===== src/rtl/rr_arb_pkg.sv =====
// rr_arb_pkg: shared types and constants for the round-robin select arbiter.
// Holds FSM state encoding, channel/select widths, pointer reset, output bundle.
package rr_arb_pkg;

  localparam int N_CH  = 4;
  localparam int SEL_W = 2;

  typedef enum logic {
    ST_IDLE  = 1'b0,
    ST_GRANT = 1'b1
  } state_t;

  localparam logic [SEL_W-1:0] LAST_RST = 2'b11;

  typedef struct packed {
    logic [SEL_W-1:0] sel;
    logic [N_CH-1:0]  grant;
    logic             busy;
  } arb_out_t;

  function automatic logic [N_CH-1:0] onehot(
    input logic [SEL_W-1:0] idx
  );
    logic [N_CH-1:0] v;
    v      = '0;
    v[idx] = 1'b1;
    return v;
  endfunction

endpackage


===== src/rtl/rr_sel_arbiter_pick.sv =====
// rr_pick: combinational rotated-priority search over four requests.
// Ports: req[3:0], last[1:0] in; win[1:0] (first set bit from last+1), any out.
module rr_pick
  import rr_arb_pkg::*;
(
  input  logic [N_CH-1:0]  req,
  input  logic [SEL_W-1:0] last,
  output logic [SEL_W-1:0] win,
  output logic             any
);

  logic [SEL_W-1:0]  base;
  logic [2*N_CH-1:0] dbl;
  logic [N_CH-1:0]   rot;
  logic [SEL_W-1:0]  off;

  // Rotate so bit 0 of rot is channel last+1; the
  // 2-bit adds below give the mod-4 wrap for free.
  always_comb begin
    base = last + 2'd1;
    dbl  = {req, req} >> base;
    rot  = dbl[N_CH-1:0];
    off  = '0;
    priority case (1'b1)
      rot[0]:  off = 2'd0;
      rot[1]:  off = 2'd1;
      rot[2]:  off = 2'd2;
      rot[3]:  off = 2'd3;
      default: off = 2'd0;
    endcase
    win = base + off;
    any = |req;
  end

endmodule


===== src/rtl/rr_sel_arbiter.sv =====
// rr_sel_arbiter: 4-channel round-robin arbiter driving a 4:1 mux select.
// Ports: clk, rst (sync, active-high), req[3:0], done -> sel[1:0], grant[3:0],
// busy, timeout. Macro RR_ARB_TIMEOUT_EN enables the TIMEOUT_CYCLES watchdog.
module rr_sel_arbiter
  import rr_arb_pkg::*;
#(
  parameter int TIMEOUT_CYCLES = 16
) (
  input  logic             clk,
  input  logic             rst,
  input  logic [N_CH-1:0]  req,
  input  logic             done,
  output logic [SEL_W-1:0] sel,
  output logic [N_CH-1:0]  grant,
  output logic             busy,
  output logic             timeout
);

  if (TIMEOUT_CYCLES < 2 || TIMEOUT_CYCLES > 255) begin : g_bad_to
    $error("TIMEOUT_CYCLES must be 2..255");
  end

  state_t           state;
  state_t           state_nx;
  logic [SEL_W-1:0] last;
  logic [SEL_W-1:0] last_nx;
  arb_out_t         q;
  arb_out_t         d;
  logic [SEL_W-1:0] win;
  logic             any;

  rr_pick u_pick (
    .req  (req),
    .last (last),
    .win  (win),
    .any  (any)
  );

`ifdef RR_ARB_TIMEOUT_EN
  localparam logic [7:0] LIM = 8'(TIMEOUT_CYCLES - 1);

  logic [7:0] cnt;
  logic [7:0] cnt_nx;
  logic       to_q;
  logic       to_nx;
`endif

  always_ff @(posedge clk) begin
    if (rst) begin
      state <= ST_IDLE;
    end else begin
      state <= state_nx;
    end
  end

  always_ff @(posedge clk) begin
    if (rst) begin
      last    <= LAST_RST;
      q.sel   <= '0;
      q.grant <= '0;
      q.busy  <= 1'b0;
    end else begin
      last <= last_nx;
      q    <= d;
    end
  end

`ifdef RR_ARB_TIMEOUT_EN
  always_ff @(posedge clk) begin
    if (rst) begin
      cnt  <= '0;
      to_q <= 1'b0;
    end else begin
      cnt  <= cnt_nx;
      to_q <= to_nx;
    end
  end
`endif

  always_comb begin
    state_nx = state;
    last_nx  = last;
    d        = q;
`ifdef RR_ARB_TIMEOUT_EN
    cnt_nx   = cnt;
    to_nx    = 1'b0;
`endif
    unique case (state)
      ST_IDLE: begin
        d.grant = '0;
        if (any) begin
          d.sel    = win;
          d.grant  = onehot(win);
          d.busy   = 1'b1;
          last_nx  = win;
          state_nx = ST_GRANT;
`ifdef RR_ARB_TIMEOUT_EN
          cnt_nx   = '0;
`endif
        end
      end
      ST_GRANT: begin
        if (done) begin
          d.grant  = '0;
          d.busy   = 1'b0;
          state_nx = ST_IDLE;
`ifdef RR_ARB_TIMEOUT_EN
        end else if (cnt == LIM) begin
          // Watchdog release; done has priority above.
          d.grant  = '0;
          d.busy   = 1'b0;
          to_nx    = 1'b1;
          state_nx = ST_IDLE;
        end else begin
          cnt_nx   = cnt + 8'd1;
`endif
        end
      end
      default: begin
        state_nx = ST_IDLE;
      end
    endcase
  end

  assign sel   = q.sel;
  assign grant = q.grant;
  assign busy  = q.busy;

`ifdef RR_ARB_TIMEOUT_EN
  assign timeout = to_q;
`else
  assign timeout = 1'b0;
`endif

endmodule


===== config.mk =====
export PLATFORM = sky130hd
export DESIGN_NAME = rr_sel_arbiter
export DESIGN_NICKNAME = d
export VERILOG_FILES = /design/src/rtl/rr_arb_pkg.sv /design/src/rtl/rr_sel_arbiter_pick.sv /design/src/rtl/rr_sel_arbiter.sv
export SDC_FILE = /design/constraint.sdc
export NUM_CORES = 1
export LEC_CHECK = 0
export CAP_MARGIN = 20
export CORE_UTILIZATION = 40
export DETAILED_ROUTE_END_ITERATION = 8
export PLACE_DENSITY = 0.63
export SETUP_SLACK_MARGIN = 0.1
export SKIP_CTS_REPAIR_TIMING = 1
export SLEW_MARGIN = 20
export SYNTH_ARGS = -nofsm -noshare
export SYNTH_HDL_FRONTEND = slang
export SYNTH_SLANG_ARGS = --single-unit

===== constraint.sdc =====
create_clock -name clk -period 2.4 [get_ports clk]
set_input_delay 0.48 -clock clk [delete_from_list [all_inputs] [get_ports clk]]
set_output_delay 0.48 -clock clk [all_outputs]
set_load 0.01 [all_outputs]

==> impl_metrics.env <==
export IMPL_status="completed"
export IMPL_vdd_drop_max_mv=0.509
export IMPL_reg2reg_depth=9
export IMPL_clock_root_buffer="clkbuf_4"
export IMPL_timing_fmax_mhz=480
export IMPL_grt_pass1_wl_um=2520
export IMPL_antenna_cells=0
export IMPL_num_vias=694
export IMPL_drt_wl_total_um=1560
export IMPL_use_met1=0.247
export IMPL_end_kind="flip-flop"
export IMPL_io_pins=15
export IMPL_r2r_end="sel[1]"
export IMPL_grt_overflow=0
export IMPL_clock_sinks=10
export IMPL_drtIter0Drc=14
export IMPL_maxCapViolCount=0
export IMPL_drc=0
export IMPL_leakage_nw=0.411
export IMPL_ys_warn_count=0
export IMPL_dr_pass1_iters=6
export IMPL_finalNetCount=119
export IMPL_antenna_found_initial=0
export IMPL_netlist_area_um2=677
export IMPL_hold_depth=2
export IMPL_start_util=0.439
export IMPL_track_usage=0.172
export IMPL_post_drt_wl_per_cell_um=12.4
export IMPL_critPathKind="primary input to flip-flop"
export IMPL_hold_end="busy"
export IMPL_grtUsageMet3=0.0128
export IMPL_synthArstFlopShare=0
export IMPL_cts_buffer_depth=2
export IMPL_slew_viol_final=0
export IMPL_viasPerCell=5.55
export IMPL_grt_pass1_vias=602
export IMPL_period_needed_ps=2080
export IMPL_cts_tree="built"
export IMPL_arrival_ps=2260
export IMPL_numCtsBuffers=3
export IMPL_final_cell_area_um2=963
export IMPL_rows=14
export IMPL_insertion_delay_ps=250
export IMPL_path_clk_slew_ps=70
export IMPL_hpwl_um=1110
export IMPL_grt_max_degree=12
export IMPL_die_w_um=43.1
export IMPL_yosys_most_used_dff="dfxtp_1"
export IMPL_p_per_area_nw_per_um2=816
export IMPL_rsz0062_at_grt="false"
export IMPL_nFillCells=145
export IMPL_rr_startpoint="last[0]"
export IMPL_gp_congestion=0.798
export IMPL_fin_util=0.625
export IMPL_fin_skew_ps=0.737
export IMPL_reg2reg_slack_ps=400
export IMPL_cp_max_fo=5
export IMPL_crit_path_start_kind="primary input"
export IMPL_syn_to_final_growth_pct=42.3
export IMPL_die_h_um=43.1
export IMPL_min_from="busy"
export IMPL_synth_seq_area_share=0.296
export IMPL_postRouteAntennaNets=0
export IMPL_fin_crit_sh=0.869
export IMPL_synth_fp_nets=94
export IMPL_avgSynthCellArea_um2=7.87
export IMPL_synthCells=86
export IMPL_postPlaceCellArea_um2=877
export IMPL_finalSetupViolCount=0
export IMPL_timing_hold_violations_final=0
export IMPL_grt_use_met2=0.260
export IMPL_total_power_uw=786
export IMPL_ys_types=36
export IMPL_worstPathRequired_ps=2580
export IMPL_ys_ff_latch=10
export IMPL_cts_htree_levels=1
export IMPL_die_area_um2=1860
export IMPL_core_area_um2=1540
export IMPL_synth_edf_count=0
export IMPL_grt_busiest_layer="met2"
export IMPL_drive_above_1_share=0.275
export IMPL_portBuffers=13
export IMPL_min_path_type="flip-flop to flip-flop"
export IMPL_whs_ps=458
layer usage:
layer  share of wire  routed length (µm)  up-vias
li1                -                   -      354
met1            0.46                 720      318
met2            0.47                 733       20
met3           0.054                  84        2
met4           0.011                  17        0
met5               0                   0        -
sequential cells by signal, indices dropped and copies added (netlist names):
| register | count |
|---|---|
| grant | 4 |
| state | 1 |
| last | 2 |
| sel | 2 |
| busy | 1 |
worst max-delay path: stages:
cell and delay (ps):
dlymetal6s2s_1 170, nand2b_1 130, o22ai_1 70, o21ai_0 170, nand2_1 80, ha_1 210, xnor2_2 300, xor2_2 260
buf_4 150, o211ai_2 90, a31oi_1 150
Yosys cell counts, types with 2 or more instances:
cell type	number	area, µm²
a21oi_1	6	30.0
buf_2	2	10.0
dfxtp_1	10	200
nand2_1	13	48.8
nand2b_1	3	18.8
nand3_1	10	50.1
nor2_1	6	22.5
nor3_1	2	10.0
nor4_1	3	18.8
o21ai_0	4	20.0
xnor2_1	2	17.5
cell type report:
cell class | count | area (µm²) | area share
clock buffers | 3 | 22.5 | 0.0234
flip-flops and latches | 10 | 200 | 0.208
repair buffers | 25 | 230 | 0.239
well taps | 16 | 20.0 | 0.0208
multi-input cells | 69 | 483 | 0.501
inverters | 2 | 7.51 | 0.00779
logic make-up (layout without fill, tap and decap cells):
group                    after synthesis  count (layout)  synth area share
AND/OR/NAND/NOR                       44              44             0.338
XOR/XNOR                               3               3            0.0388
AO/OA/AOI/OAI                         20              20             0.244
adder cells (fa/ha/maj)                1               1            0.0185
buffers and inverters                  7              30            0.0591
other                                  1               1           0.00554
flip-flops                            10              10             0.296
per-stage QoR:
stage / TNS [ps] / setup slack [ps] / std cells
floorplan: 0 / 448 / 86
global placement: -1160 / -236 / 121
detailed placement: -1100 / -243 / 121
CTS: -8.42 / -8.42 / 124
global route: 0 / 108 / 125
finish: 0 / 315 / 125
power by group:
group | internal, mW | leakage (nW) | total [mW] | switching (mW)
registers | 0.210 | 0.0827 | 0.234 | 0.0247
logic | 0.218 | 0.315 | 0.439 | 0.220
clock network | 0.0578 | 0.0138 | 0.113 | 0.0550
total | 0.486 | 0.411 | 0.786 | 0.300
placed cells by master (no fill, tap or decap), drive strengths merged:
cell type       n
nand2          13
buf            12
nand3          10
dfxtp          10
clkdlybuf4s50   9
nor2            7
a21oi           6
o21ai           5
dlymetal6s2s    4
nand2b          3
clkbuf          3
nor4            3
nor3            2
xnor2           2
nor4b           2
inv             2
o22ai           1
o221ai          1
nor2b           1
or2             1
a32o            1
or3             1
o32ai           1
xor2            1
a21o            1
o211ai          1
a32oi           1
o32a            1
nand4           1
a31oi           1
ha              1
conb            1
how the worst max path moves through the flow:
stage                      start        to
after floorplan           req[3]  grant[1]
after global placement    req[1]  grant[1]
after detailed placement  req[1]  grant[1]
after CTS                 req[1]  grant[1]
after global routing      req[1]  grant[1]
final                     req[1]    sel[1]
No activity file was read; power rests on OpenSTA's default activity.
